**src/rtl/z_writeback_seq_pkg.sv**
```systemverilog
// Shared datapath definitions for the HI/LO writeback sequencers.
// The future divider writeback reuses the same protocol and state encoding.
package z_writeback_seq_pkg;

   localparam int DATA_W = 32;

   typedef enum logic [1:0] {
      ST_IDLE    = 2'd0,
      ST_SEND_LO = 2'd1,
      ST_SEND_HI = 2'd2
   } state_t;

endpackage

```
**src/rtl/z_writeback_seq_if.sv**
```systemverilog
// Product-in / bus-out handshake bundle for the Z writeback sequencer.
interface z_writeback_seq_if #(
   parameter int DATA_W = z_writeback_seq_pkg::DATA_W
) ();

   logic                  prod_valid;
   logic                  prod_ready;
   logic [2*DATA_W-1:0]   prod_in;
   logic                  flush;
   logic [DATA_W-1:0]     bus_out;
   logic                  bus_valid;
   logic                  bus_ready;
   logic                  lo_en;
   logic                  hi_en;
   logic                  busy;
   logic                  fits32;
   logic                  done;

   modport slave (
      input  prod_valid, prod_in, flush, bus_ready,
      output prod_ready, bus_out, bus_valid, lo_en, hi_en, busy, fits32, done
   );

   modport master (
      output prod_valid, prod_in, flush, bus_ready,
      input  prod_ready, bus_out, bus_valid, lo_en, hi_en, busy, fits32, done
   );

endinterface

```
**src/rtl/z_writeback_seq_z_reg64.sv**
```systemverilog
// Product holding register (Zhi:Zlo) with load enable and asynchronous clear.
module z_reg64 #(
   parameter int W = 64
) (
   input  logic         clk,
   input  logic         clr,
   input  logic         i_en,
   input  logic [W-1:0] i_d,
   output logic [W-1:0] o_q
);

   logic [W-1:0] r_q;

   // Z storage: cleared asynchronously, loaded only on capture
   always_ff @(posedge clk or posedge clr) begin
      if (clr) begin
         r_q <= '0;
      end else if (i_en) begin
         r_q <= i_d;
      end else begin
         r_q <= r_q;
      end
   end

   assign o_q = r_q;

endmodule

```
**src/rtl/z_writeback_seq.sv**
```systemverilog
// Captures a 64-bit product into Z and writes it out as LO then HI words,
// reporting whether the product fits a signed 32-bit value.
module z_writeback_seq #(
   parameter int DATA_W = z_writeback_seq_pkg::DATA_W
) (
   input  logic               clk,
   input  logic               clr,
   z_writeback_seq_if.slave   sif
);

   import z_writeback_seq_pkg::*;

   state_t                r_state;
   state_t                w_next;
   logic                  r_done;
   logic                  w_done_next;
   logic                  w_capture;
   logic                  w_prod_ready;
   logic                  w_bus_valid;
   logic [DATA_W-1:0]     w_bus_out;
   logic                  w_lo_en;
   logic                  w_hi_en;
   logic [2*DATA_W-1:0]   w_z;
   logic [DATA_W-1:0]     w_zlo;
   logic [DATA_W-1:0]     w_zhi;

   assign w_zlo = w_z[DATA_W-1:0];
   assign w_zhi = w_z[2*DATA_W-1:DATA_W];

   // flush in IDLE suppresses the capture as well as the state change
   assign w_capture = (r_state == ST_IDLE) & sif.prod_valid & ~sif.flush;

   z_reg64 #(
      .W (2*DATA_W)
   ) u_z_reg (
      .clk  (clk),
      .clr  (clr),
      .i_en (w_capture),
      .i_d  (sif.prod_in),
      .o_q  (w_z)
   );

   // State and done-pulse registers
   always_ff @(posedge clk or posedge clr) begin
      if (clr) begin
         r_state <= ST_IDLE;
         r_done  <= 1'b0;
      end else begin
         r_state <= w_next;
         r_done  <= w_done_next;
      end
   end

   // Next-state decode and bus/enable muxing
   always_comb begin
      w_next       = r_state;
      w_done_next  = 1'b0;
      w_prod_ready = 1'b0;
      w_bus_valid  = 1'b0;
      w_bus_out    = '0;
      w_lo_en      = 1'b0;
      w_hi_en      = 1'b0;
      case (r_state)
         ST_IDLE: begin
            w_prod_ready = 1'b1;
            if (w_capture) begin
               w_next = ST_SEND_LO;
            end else begin
               w_next = ST_IDLE;
            end
         end
         ST_SEND_LO: begin
            w_bus_valid = 1'b1;
            w_bus_out   = w_zlo;
            w_lo_en     = sif.bus_ready & ~sif.flush;
            if (sif.flush) begin
               w_next = ST_IDLE;
            end else if (sif.bus_ready) begin
               w_next = ST_SEND_HI;
            end else begin
               w_next = ST_SEND_LO;
            end
         end
         ST_SEND_HI: begin
            w_bus_valid = 1'b1;
            w_bus_out   = w_zhi;
            w_hi_en     = sif.bus_ready & ~sif.flush;
            if (sif.flush) begin
               w_next = ST_IDLE;
            end else if (sif.bus_ready) begin
               w_next      = ST_IDLE;
               w_done_next = 1'b1;
            end else begin
               w_next = ST_SEND_HI;
            end
         end
         default: begin
            w_next = ST_IDLE;
         end
      endcase
   end

   assign sif.prod_ready = w_prod_ready & ~clr;
   assign sif.bus_valid  = w_bus_valid;
   assign sif.bus_out    = w_bus_out;
   assign sif.lo_en      = w_lo_en;
   assign sif.hi_en      = w_hi_en;
   assign sif.busy       = (r_state != ST_IDLE);
   assign sif.done       = r_done;
   assign sif.fits32     = (w_zhi == {DATA_W{w_zlo[DATA_W-1]}});

endmodule

```
**src/flat_wrapper.sv**
```systemverilog
// flat-port wrapper written by rule: the top's interface ports become plain ports
module z_writeback_seq_flat import z_writeback_seq_pkg::*;
#(
   parameter int DATA_W = z_writeback_seq_pkg::DATA_W
)
  (clk, clr, sif_prod_valid, sif_prod_in, sif_flush, sif_bus_ready, sif_prod_ready, sif_bus_out, sif_bus_valid, sif_lo_en, sif_hi_en, sif_busy, sif_fits32, sif_done);
  z_writeback_seq_if #(.DATA_W(DATA_W)) sif_i ();
  input  logic clk;
  input  logic clr;
  input wire logic [$bits(sif_i.prod_valid)-1:0] sif_prod_valid;
  input wire logic [$bits(sif_i.prod_in)-1:0] sif_prod_in;
  input wire logic [$bits(sif_i.flush)-1:0] sif_flush;
  input wire logic [$bits(sif_i.bus_ready)-1:0] sif_bus_ready;
  output wire logic [$bits(sif_i.prod_ready)-1:0] sif_prod_ready;
  output wire logic [$bits(sif_i.bus_out)-1:0] sif_bus_out;
  output wire logic [$bits(sif_i.bus_valid)-1:0] sif_bus_valid;
  output wire logic [$bits(sif_i.lo_en)-1:0] sif_lo_en;
  output wire logic [$bits(sif_i.hi_en)-1:0] sif_hi_en;
  output wire logic [$bits(sif_i.busy)-1:0] sif_busy;
  output wire logic [$bits(sif_i.fits32)-1:0] sif_fits32;
  output wire logic [$bits(sif_i.done)-1:0] sif_done;
  assign sif_i.prod_valid = sif_prod_valid;
  assign sif_i.prod_in = sif_prod_in;
  assign sif_i.flush = sif_flush;
  assign sif_i.bus_ready = sif_bus_ready;
  assign sif_prod_ready = sif_i.prod_ready;
  assign sif_bus_out = sif_i.bus_out;
  assign sif_bus_valid = sif_i.bus_valid;
  assign sif_lo_en = sif_i.lo_en;
  assign sif_hi_en = sif_i.hi_en;
  assign sif_busy = sif_i.busy;
  assign sif_fits32 = sif_i.fits32;
  assign sif_done = sif_i.done;
  z_writeback_seq #(.DATA_W(DATA_W)) u_core (.clk(clk), .clr(clr), .sif(sif_i));
endmodule
```
**config.mk**
```make
export PLATFORM = sky130hd
export DESIGN_NAME = z_writeback_seq_flat
export DESIGN_NICKNAME = d
export VERILOG_FILES = /design/src/rtl/z_writeback_seq_pkg.sv /design/src/rtl/z_writeback_seq_if.sv /design/src/rtl/z_writeback_seq_z_reg64.sv /design/src/rtl/z_writeback_seq.sv /design/src/flat_wrapper.sv
export SDC_FILE = /design/constraint.sdc
export NUM_CORES = 1
export LEC_CHECK = 0
export CAP_MARGIN = 40
export CELL_PAD_IN_SITES_DETAIL_PLACEMENT = 1
export CELL_PAD_IN_SITES_GLOBAL_PLACEMENT = 2
export CORE_AREA = 8 8 117 119
export DETAILED_ROUTE_END_ITERATION = 6
export DIE_AREA = 0 0 125 127
export PLACE_DENSITY_LB_ADDON = 0.1
export REMOVE_ABC_BUFFERS = 1
export SLEW_MARGIN = 20
export SYNTH_ARGS = -nofsm -noshare
export SYNTH_HDL_FRONTEND = slang
export SYNTH_SLANG_ARGS = --single-unit
```
**constraint.sdc**
```tcl
create_clock -name clk -period 3.2 [get_ports clk]
set_input_delay 0.8 -clock clk [delete_from_list [all_inputs] [get_ports clk]]
set_output_delay 0.8 -clock clk [all_outputs]
set_load 0.005 [all_outputs]
```
==> results of run 1 <==
[per-layer routing]
layer	vias up	track usage, %
met5	-	0
met4	0	3.80
met3	6	3.70
met2	69	21.5
met1	1271	17.2
li1	1174	-
[cell usage after synthesis (5+ instances only)]
cell	count
sky130_fd_sc_hd__a22oi_1	32
sky130_fd_sc_hd__buf_2	6
sky130_fd_sc_hd__nor2b_1	32
sky130_fd_sc_hd__buf_6	6
sky130_fd_sc_hd__nand2_1	5
sky130_fd_sc_hd__nor4_1	5
sky130_fd_sc_hd__mux2_2	15
sky130_fd_sc_hd__clkbuf_1	7
sky130_fd_sc_hd__nor3_1	9
sky130_fd_sc_hd__dfrtp_1	67
sky130_fd_sc_hd__nor2_1	6
sky130_fd_sc_hd__mux2_4	49
[where the power goes]
group          internal [uW]  leakage (uW)  switching (uW)
sequential              1030      0.000793             175
combinational            428       0.00117             208
clock                    561      0.000141             362
[worst paths after layout]
kind                            slack, ns  cells past startpoint                endpoint                   from
max in group asynchronous            1.93                      3   u_core.u_z_reg.o_q[5]                    clr
worst min register to register       0.51                      1   u_core.u_z_reg.o_q[2]  u_core.u_z_reg.o_q[2]
worst max-delay path                 0.30                      6         sif_bus_out[30]      u_core.r_state[1]
worst min-delay path                 0.51                      1   u_core.u_z_reg.o_q[2]  u_core.u_z_reg.o_q[2]
worst max register to register       1.39                      5  u_core.u_z_reg.o_q[44]      u_core.r_state[1]
min in group asynchronous            0.69                      2         u_core.sif.done                    clr
[stage by stage]
| step | utilization [%] | setup WS, ns | hold WS [ns] |
|---|---|---|---|
| final | 42.1 | 0.303 | 0.505 |
| after global routing | 42.1 | 0.157 | 0.521 |
| after CTS | 42.1 | 0.213 | 0.507 |
| after detailed placement | 39.7 | 0.340 | 0.494 |
| after global placement | 39.7 | 0.383 | 0.491 |
| after floorplan | - | 0.717 | 0.480 |
[layout by cell type, fill, tap and decap left out]
cell	n
sky130_fd_sc_hd__mux2i_1	1
sky130_fd_sc_hd__clkinv_2	4
sky130_fd_sc_hd__buf_4	7
sky130_fd_sc_hd__a22oi_1	32
sky130_fd_sc_hd__nand3b_4	1
sky130_fd_sc_hd__a21oi_1	1
sky130_fd_sc_hd__nand3_1	4
sky130_fd_sc_hd__inv_1	3
sky130_fd_sc_hd__ha_1	4
sky130_fd_sc_hd__a31oi_1	4
sky130_fd_sc_hd__clkdlybuf4s50_1	107
sky130_fd_sc_hd__nor2_1	6
sky130_fd_sc_hd__and3b_1	2
sky130_fd_sc_hd__clkinvlp_4	1
sky130_fd_sc_hd__nor2b_1	32
sky130_fd_sc_hd__mux2_2	15
sky130_fd_sc_hd__clkbuf_8	2
sky130_fd_sc_hd__nor4_1	5
sky130_fd_sc_hd__dfrtp_1	67
sky130_fd_sc_hd__nand2_1	5
sky130_fd_sc_hd__nor3_1	9
sky130_fd_sc_hd__mux2_4	49
sky130_fd_sc_hd__buf_12	3
sky130_fd_sc_hd__clkbuf_16	9
sky130_fd_sc_hd__inv_2	1
sky130_fd_sc_hd__nand4_1	4
[worst max-delay path, cell delays in order (launching register included)]
cell and delay [ns]:
sky130_fd_sc_hd__dfrtp_1 0.40, sky130_fd_sc_hd__inv_1 0.09, sky130_fd_sc_hd__ha_1 0.18, sky130_fd_sc_hd__buf_4 0.28, sky130_fd_sc_hd__a22oi_1 0.13, sky130_fd_sc_hd__nor2b_1 0.17, sky130_fd_sc_hd__clkdlybuf4s50_1 0.52
[sequential cells by signal, summed over array words and instances, names as in the netlist]
name,flops
u_core.r_state,2
u_core.sif.done,1
u_core.u_z_reg.o_q,64
[cells by family after synthesis]
logic type,synth area share (%)
buffers and inverters,4.02
AO/OA/AOI/OAI,7.83
adder cells (fa/ha/maj),1.45
AND/OR/NAND/NOR,11.6
flip-flops,48.6
multiplexers,26.5
[layout make-up]
cell class | count | area share (%)
Multi-Input combinational cell | 174 | 32.9
Clock buffer | 11 | 5.08
Tap cell | 147 | 3.70
Clock inverter | 5 | 0.553
Sequential cell | 67 | 33.7
Inverter | 4 | 0.302
Timing Repair Buffer | 117 | 23.8
==> summary by stage, run 1 <==
Finish
The area used by sequential logic in the layout is 1680 um2. The total number of nets in the final design is 446. The final instance area is 4970 um2. The finished layout holds 525 standard cells, fillers aside. The total area of multi-input combinational cells is 1640 um2. The number of diodes is 0. The post-route netlist has 24.3% of its cells at a drive strength greater than 1. After filler insertion, the fill cell instance count of the layout stands at 1256.

From synthesis to final layout, the design area changed by 44.2%.

Clock network
Buffers inserted during clock tree synthesis total 9. The latest clock arrival within the worst-skew pair is 0.32 ns. The number of setup buffers added after CTS is 0.

Counting along the longest clock path gives a buffer depth of 2. TritonCTS built the clock tree. The TritonCTS sink count is 67. After clock tree synthesis, the clock-pin slew on the worst setup and hold paths is 0.06 ns. In this run, post-CTS hold repair placed 0 buffers. In this run the number of H-tree levels came out at 3. The tree is rooted in a sky130_fd_sc_hd__clkbuf_16. Gates resized during post-CTS repair numbered 0.

Synthesis
In the synthesized netlist the async set-or-reset flop fraction comes to 100%. Summed over all instances, the cell type with the most area after synthesis is sky130_fd_sc_hd__dfrtp_1. After synthesis the cells add up to 3450 um2. During synthesis, Yosys emitted a total of 0 warnings.

The number of enable flip-flop cells after synthesis is 0. Yosys attributes the largest share of cell area to sky130_fd_sc_hd__dfrtp_1 (49%), sky130_fd_sc_hd__mux2_4 (21%), sky130_fd_sc_hd__a22oi_1 (7.0%). The sequential share of the synthesized area is 48.6%. Among all flip-flop cells after synthesis, the most frequent one is sky130_fd_sc_hd__dfrtp_1. The instance count of the mapped netlist is 264. The synthesized area per cell is 13.1 um2.

The area share of the leading cell type in the synthesized netlist is 48.6%. The number of unique standard cell types used by synthesis is 21. The flop and latch count out of synthesis is 67.

Floorplanning
The I/O pin total is 108. The region available for standard cell placement spans 11800 um2. After floorplanning, the core was divided into 40 placement rows.

The floorplan step set the die width to 125 um. The full die area is 15900 um2. The floorplan step set the die height to 127 um. Once the floorplan was initialized, standard cells occupied 29.2% of the core.

Run
Max-cap violations in this run came to 0.

Worst setup path
The worst setup path is launched from a register. The data arrival at the endpoint of the critical path is 2.10 ns. At the worst endpoint, the required time is 2.40 ns. The highest fanout seen on the critical path is 19. The kind of capture point of the worst setup path is a primary output. By startpoint and endpoint, the worst setup path is classified as register to primary output.

Timing
At the pin with the least slew margin, the transition time is 0.403 ns. The relative max-transition margin is 73.2%. The hold violation total from the final report is 0.

The total setup violations reported at the end of the flow is 0. Setup repair after global routing left no endpoint under its margin. The part of the cycle the worst path needs is 90.5%. The final number of max-transition violations is 0.

The maximum clock skew at final layout is 0.00633 ns. The accumulated negative setup slack is 0 ns. The fmax is 345 MHz. The shortest clock period the worst path allows after layout is 2.90 ns.

Global route
The total global routing overflow is 0. The number of global-route vias before repair came to 2928. The initial antenna violation count is 0. The total global-route track usage is 13.3%. Entering global routing, the biggest net connects 67 pins.

The first global-routing pass estimated 16.8 mm of wire.

Detailed routing
After detailed routing, the number of vias per cell comes to 4.80. Before antenna repair, the detailed router went through 4 iterations. In the routed design, unresolved DRC markers number 0.

The initial DRC count is 94. The length of routed met2 wiring is 4.99 mm. Wire segments on met3 add up to 464 um in the final route. The uppermost metal layer occupied by signal nets is met4. The routed length per placed instance is 19.5 um. The final wirelength is 10.2 mm. Once detail routing completed, the nets flagged for antenna violations numbered 0.

The via total after detailed routing is 2520. After detailed routing, the wire length on met1 is 4.67 mm.

Power and ir drop
The total power divided by cell area is 557 nW/um2. In this run the static leakage power is 0.00210 uW. The overall power consumption is 2770 uW. Across the VDD grid, the largest voltage drop is 0.000246 V.

Placed design
The standard cell area after detailed placement is 4690 um2. The wire-length estimate of the detail-placed layout is 7.42 mm. The weighted congestion reported at the end of routability-driven placement is 0.696.

Counting tap cells, the placed design contains a total of 509 instances. The count of input and output buffers is 107.

Outcome
The flow ran to the end, and the final reports show no timing, DRC or antenna violations.

Worst hold path
The path category of the worst min-delay check is register to register.
Note: power is estimated with default switching activity, not from simulation.
==> run 2: changes to the inputs <==
- CORE_AREA: 8 8 117 119 -> 8 8 102 104
- DIE_AREA: 0 0 125 127 -> 0 0 110 112
- DONT_BUFFER_PORTS: default -> 1
==> run 2 against run 1 <==
Net effect: total power decreased by 13%; critical path type unchanged; hold slack got worse by 0.058 ns; final cell count fell by 28%; first-iteration DRC count down 6.4%.
==> summary by stage, run 2 (synthesized netlist as in run 1, its figures left out) <==
Worst setup path
The launching element type of the critical path is a register (unchanged). The setup slack on the worst flop-to-flop path was 1.21 ns (was 1.39 ns). The startpoint of the worst setup timing path was u_core.r_state[1] (unchanged). The logic depth of the worst register-to-register path is 5 (unchanged). The data arrival at the endpoint of the critical path is 1.87 ns (was 2.10 ns). The launch point of the worst reg-to-reg path is u_core.r_state[0] (was u_core.r_state[1]). The highest fanout seen on the critical path is 25 (was 19).

The kind of capture point of the worst setup path is a primary output (unchanged). The required time of the critical path is 2.40 ns (about the same). The capture instance of the worst register-to-register path is u_core.u_z_reg.o_q[54] (was u_core.u_z_reg.o_q[44]). The critical setup path kind is register to primary output (unchanged).

Timing
The fmax is 374 MHz (was 345 MHz). The maximum clock skew at final layout was 0.0133 ns (was 0.00633 ns). The hold violation total from the final report is 0 (unchanged). The accumulated negative setup slack came to 0 ns (unchanged). Unrepaired setup endpoints after global routing: false (unchanged). The final number of max-transition violations was 0 (unchanged).

The part of the cycle the worst path needs is 83.6% (was 90.5%). The worst-case setup margin in the final layout is 0.525 ns (was 0.303 ns). The relative max-transition margin is 64.8% (was 73.2%). The shortest clock period the worst path allows after layout is 2.67 ns (was 2.90 ns).

The total setup violations reported at the end of the flow is 0 (unchanged). The slew at the pin closest to its max-slew limit was 0.524 ns (was 0.403 ns).

Global route
The initial antenna violation count is 0 (unchanged). The total global-route track usage is 14.5% (was 13.3%). The wire length of the first global-routing pass was 13.8 mm (was 16.8 mm). The number of global-route vias before repair is 2425 (was 2928).

The total global routing overflow is 0 (unchanged). The maximum number of pins on one net before global-route repair came to 35 (was 67).

Finish
The layout-stage area growth over the synthesis result was 8.77% (was 44.2%). The leading cell type in the layout, fill and taps excluded is sky130_fd_sc_hd__dfrtp_1 (was sky130_fd_sc_hd__clkdlybuf4s50_1). The number of diodes is 0 (unchanged). The total number of nets in the final design is 337 (was 446). The proportion of layout cells with a drive suffix above 1 is 33.5% (was 24.3%). The final instance area is 3750 um2 (was 4970 um2). The number of cells in the finished layout apart from fillers is 380 (was 525). Commonest cells after routing, fill and taps aside: sky130_fd_sc_hd__dfrtp_1 (67), sky130_fd_sc_hd__mux2_4 (49), sky130_fd_sc_hd__a22oi_1 (32), sky130_fd_sc_hd__nor2b_1 (32), sky130_fd_sc_hd__mux2_2 (15) (was sky130_fd_sc_hd__clkdlybuf4s50_1 (107), sky130_fd_sc_hd__dfrtp_1 (67), sky130_fd_sc_hd__mux2_4 (49), sky130_fd_sc_hd__a22oi_1 (32), sky130_fd_sc_hd__nor2b_1 (32)). The flip-flop count of the largest register after layout is 64 (unchanged).

Clock network
The maximum buffer depth of the clock tree came to 2 (unchanged). The number of setup buffers added after CTS came to 0 (unchanged). The clock-pin slew of the registers on the worst-case setup and hold paths is 0.08 ns (was 0.06 ns).

The number of hold-repair buffers added at the cts stage is 0 (unchanged). The CTS tree is built (unchanged). The TritonCTS sink count is 67 (unchanged). The number of instances resized during post-cts repair is 0 (unchanged). The number of buffers created by CTS is 9 (unchanged).

The CTS root buffer is sky130_fd_sc_hd__clkbuf_8 (was sky130_fd_sc_hd__clkbuf_16). The latest clock arrival within the worst-skew pair is 0.35 ns (was 0.32 ns). The depth of the CTS H-tree is 3 (unchanged).

Power and ir drop
The power share of the clock group is 29.8% (was 33.3%). The switching power as a share of total power came to 28.2% (was 26.9%). The sequential share of power is 49.9% (was 43.7%). The leakage power is 0.00165 uW (was 0.00210 uW). The total power divided by cell area came to 641 nW/um2 (was 557 nW/um2). The share of total power in combinational logic is 20.3% (was 23.0%). The largest voltage drop on the vdd net is 0.000261 V (was 0.000246 V). The internal power consumption is 1730 uW (was 2020 uW). The overall power consumption is 2410 uW (was 2770 uW). The switching power is 679 uW (was 745 uW).

Detailed routing
The final wirelength is 8.51 mm (was 10.2 mm). The initial DRC count is 88 (was 94). The DRC violation count after routing came to 0 (unchanged). The routed length per placed instance was 22.4 um (was 19.5 um). The average via count per standard cell is 5.50 (was 4.80). The via total after detailed routing is 2089 (was 2520). The detailed-router iteration count before antenna repair is 4 (unchanged). The number of antenna-violating nets in the routed design is 0 (unchanged).

Worst hold path
The path category of the worst min-delay check is primary input to async pin (was register to register).

Outcome
Outcome: finished clean (unchanged).

Floorplanning
The full die area is 12300 um2 (was 15900 um2). The height of the die was 112 um (was 127 um). The I/O pin total is 108 (unchanged). The number of rows in the core area is 35 (was 40).

The die width is 110 um (was 125 um). The area of the core is 8890 um2 (was 11800 um2). The initial core utilization is 38.8% (was 29.2%).

Placed design
The cell count after placement is 364 (was 509). The count of input and output buffers was 0 (was 107). The standard cell area after detailed placement is 3550 um2 (was 4690 um2).

The weighted congestion reported at the end of routability-driven placement is 0.675 (was 0.696). The half-perimeter wire length after placement is 6.04 mm (was 7.42 mm). The worst setup timing slack at the placement stage is 0.851 ns (was 0.340 ns).

Run
The max-cap violation count is 0 (unchanged).
==> run 2: cell count changes in the layout (fill, tap and decap cells not counted) <==
cell                              before  now
sky130_fd_sc_hd__buf_12                3    2
sky130_fd_sc_hd__buf_4                 7    6
sky130_fd_sc_hd__bufinv_16             0    1
sky130_fd_sc_hd__clkbuf_16             9    0
sky130_fd_sc_hd__clkbuf_8              2   10
sky130_fd_sc_hd__clkdlybuf4s50_1     107    0
sky130_fd_sc_hd__clkinv_2              4    2
sky130_fd_sc_hd__clkinv_4              0    2
==> run 2: critical path, cell delays in order (launching register included) <==
cell and delay (ns):
sky130_fd_sc_hd__dfrtp_1 0.40, sky130_fd_sc_hd__inv_1 0.08, sky130_fd_sc_hd__ha_1 0.48, sky130_fd_sc_hd__buf_12 0.24, sky130_fd_sc_hd__a22oi_1 0.11, sky130_fd_sc_hd__nor2b_1 0.19
==> run 2: final cells by class <==
class | count | area [um2]
Clock inverter | 6 | 65.1
Clock buffer | 10 | 138
Sequential cell | 67 | 1680
Inverter | 4 | 15.0
Multi-Input combinational cell | 174 | 1640
Fill cell | 944 | 5140
Tap cell | 111 | 139
Timing Repair Buffer | 8 | 85.1
==> run 2: power by group through the flow <==
stage	Combinational (uW)	Sequential, uW	Clock [uW]
after floorplan	419	1160	0
after global placement	491	1210	0
after detailed placement	499	1220	0
after CTS	503	1200	751
after global routing	540	1230	773
final	489	1200	716
==> run 2: worst max path at each step <==
stage / endpoint / slack [ns] / cells past startpoint
2_1_floorplan: u_core.r_state[0] / 0.72 / 1
3_3_place_gp: sif_fits32 / 0.83 / 4
3_5_place_dp: sif_bus_out[22] / 0.85 / 5
4_1_cts: sif_bus_out[22] / 0.47 / 5
5_1_grt: sif_fits32 / 0.26 / 4
6_report: sif_bus_out[22] / 0.53 / 5
==> run 2: per-layer routing <==
| layer | global-route usage [%] | vias up | wire length, um | share of wire [%] |
|---|---|---|---|---|
| met3 | 6.59 | 10 | 796 | 9.4 |
| met1 | 17.9 | 1056 | 3560 | 42 |
| met4 | 4.32 | 0 | 100 | 1.2 |
| met5 | 0 | - | 0 | 0 |
| li1 | - | 955 | - | - |
| met2 | 22.0 | 68 | 4060 | 48 |
==> run 2: stage by stage <==
step                      util (%)  hold WS (ns)
after CTS                     42.2         0.442
after floorplan                  -         0.480
final                         42.2         0.447
after global placement        39.9         0.492
after detailed placement      39.9         0.495
after global routing          42.2         0.474
==> run 3: changes to the inputs <==
- clock period: 3.2 -> 2.7 ns (I/O delays scaled with it)
==> run 3 against run 2 <==
Net effect: sequential share of layout area down 1.2 points; highest routed layer unchanged; total power is 28% higher; hold slack got worse by 0.17 ns; critical endpoint is now sif_fits32; clock power increased by 49%.
==> summary by stage, run 3 (synthesized netlist as in run 1, its figures left out) <==
Outcome
Outcome: finished clean (unchanged).

Power and ir drop
The overall power consumption was 3080 uW (was 2410 uW). The leakage power is 0.00170 uW (was 0.00165 uW). The largest voltage drop on the vdd net is 0.000296 V (was 0.000261 V).

The total power divided by cell area is 799 nW/um2 (was 641 nW/um2).

Global route
The number of global-route vias before repair was 2440 (was 2425). The initial antenna violation count is 0 (unchanged). The maximum number of pins on one net before global-route repair came to 35 (unchanged).

The total global routing overflow was 0 (unchanged). The wire length of the first global-routing pass was 13.7 mm (was 13.8 mm). The total global-route track usage is 14.4% (was 14.5%).

Timing
The final number of max-transition violations is 0 (unchanged). The shortest clock period the worst path allows after layout is 2.42 ns. The fmax is 412 MHz. After layout, the worst path uses 89.8% of the clock period. Unrepaired setup endpoints after global routing: false (unchanged). The slew at the pin closest to its max-slew limit is 0.453 ns (was 0.524 ns). The maximum clock skew at final layout came to 0.0137 ns (was 0.0133 ns).

The accumulated negative setup slack came to 0 ns (unchanged). The total setup violations reported at the end of the flow is 0 (unchanged). The hold violation total from the final report is 0 (unchanged). The relative max-transition margin is 69.8% (was 64.8%).

Clock network
The number of buffers created by CTS is 9 (unchanged). The depth of the CTS H-tree came to 3 (unchanged). The maximum buffer depth of the clock tree was 2 (unchanged). The TritonCTS sink count came to 67 (unchanged). The number of hold-repair buffers added at the cts stage came to 0 (unchanged). The CTS tree is built (unchanged). The latest clock arrival within the worst-skew pair was 0.35 ns (about the same). The CTS root buffer is sky130_fd_sc_hd__clkbuf_8 (unchanged).

The clock-pin slew of the registers on the worst-case setup and hold paths is 0.09 ns (was 0.08 ns).

Floorplanning
The area of the core came to 8890 um2 (unchanged). The die width is 110 um (unchanged). The I/O pin total is 108 (unchanged). The number of rows in the core area came to 35 (unchanged). The height of the die is 112 um (unchanged). The initial core utilization was 38.8% (unchanged). The full die area is 12300 um2 (unchanged).

Finish
The number of diodes is 0 (unchanged). The end-of-flow core utilization is 43.4% (was 42.2%). The proportion of layout cells with a drive suffix above 1 is 34.6% (was 33.5%). The total number of nets in the final design came to 340 (was 337). The number of filler cells placed in the layout is 922 (was 944). The layout-stage area growth over the synthesis result is 11.8% (was 8.77%).

The flip-flop count of the largest register after layout is 64 (unchanged). Commonest cells after routing, fill and taps aside: sky130_fd_sc_hd__dfrtp_1 (66), sky130_fd_sc_hd__mux2_4 (49), sky130_fd_sc_hd__a22oi_1 (32), sky130_fd_sc_hd__nor2b_1 (32), sky130_fd_sc_hd__mux2_2 (15) (was sky130_fd_sc_hd__dfrtp_1 (67), sky130_fd_sc_hd__mux2_4 (49), sky130_fd_sc_hd__a22oi_1 (32), sky130_fd_sc_hd__nor2b_1 (32), sky130_fd_sc_hd__mux2_2 (15)). The leading cell type in the layout, fill and taps excluded is sky130_fd_sc_hd__dfrtp_1 (unchanged).

Worst setup path
The highest fanout seen on the critical path is 4 (was 25). The kind of capture point of the worst setup path was a primary output (unchanged). The data arrival at the endpoint of the critical path is 1.75 ns (was 1.87 ns). The critical setup path kind is register to primary output (unchanged). The launching element type of the critical path is a register (unchanged). The required time of the critical path is 2.03 ns (was 2.40 ns). The logic depth of the worst register-to-register path is 5 (unchanged).

Detailed routing
The number of antenna-violating nets in the routed design is 0 (unchanged). The uppermost metal layer occupied by signal nets is met4 (unchanged). The routed length per placed instance was 22.5 um (was 22.4 um).

The DRC violation count after routing is 0 (unchanged). The met3 wirelength from detailed routing is 620 um (was 796 um). The via total after detailed routing is 2127 (was 2089).

The met1 wire length was 3.85 mm (was 3.56 mm). The detailed-router iteration count before antenna repair is 4 (unchanged). The initial DRC count is 71 (was 88). The average via count per standard cell is 5.55 (was 5.50).

The length of routed met2 wiring is 4.06 mm (about the same). The final wirelength came to 8.63 mm (was 8.51 mm).

Placed design
The count of input and output buffers was 0 (unchanged). The weighted congestion reported at the end of routability-driven placement is 0.668 (was 0.675). The half-perimeter wire length after placement was 6.10 mm (was 6.04 mm).

Run
The max-cap violation count is 0 (unchanged).

Worst hold path
The path category of the worst min-delay check is primary input to async pin (unchanged).
[run 3: worst max-delay path, stage by stage (launching register included)]
cell and delay [ns]:
sky130_fd_sc_hd__dfrtp_1 0.42, sky130_fd_sc_hd__nor4_1 0.33, sky130_fd_sc_hd__a31oi_1 0.18, sky130_fd_sc_hd__nor4_1 0.30
sky130_fd_sc_hd__buf_4 0.17
[run 3: power by group]
group	switching, uW	internal [uW]
logic	212	376
registers	199	1230
clock network	400	669
total	811	2270
[run 3: routing by layer]
layer  track usage (%)  vias up
li1                  -      969
met3              5.08        8
met5                 0        -
met2              21.4       61
met4              5.14        0
met1              18.7     1089
[run 3: final timing paths]
check,start,end,slack [ns]
max in group asynchronous,clr,u_core.u_z_reg.o_q[31],2.21
worst max-delay path,u_core.u_z_reg.o_q[45],sif_fits32,0.28
worst min register to register,u_core.u_z_reg.o_q[5],u_core.u_z_reg.o_q[5],0.51
worst min-delay path,clr,u_core.u_z_reg.o_q[43],0.28
min in group clk,sif_flush,u_core.r_state[1],0.40
worst max register to register,u_core.r_state[1],u_core.u_z_reg.o_q[9],0.80
[run 3: area by class of cell]
cell class	count	area, um2	area share (%)
sequential	67	1680	43.5
multi-input combinational	174	1640	42.4
clock buffer	11	151	3.92
tap	111	139	3.60
timing repair buffer	11	133	3.44
clock inverter	5	108	2.79
inverter	4	15.0	0.389
[run 3: stage by stage]
step	cell area (um2)	hold slack (ns)	setup WS [ns]	std cells
after floorplan	3330	0.480	0.342	245
after global placement	3580	0.490	0.608	366
after detailed placement	3580	0.496	0.605	366
after CTS	3840	0.366	0.213	382
after global routing	3860	0.268	0.0689	383
final	3860	0.278	0.276	383
[run 3: timing repair]
item                                   in CTS  in global routing
resized for setup                           0                  1
endpoints found under the hold margin       0                  0
setup endpoints to repair                   0                  1
setup buffers                               0                  0
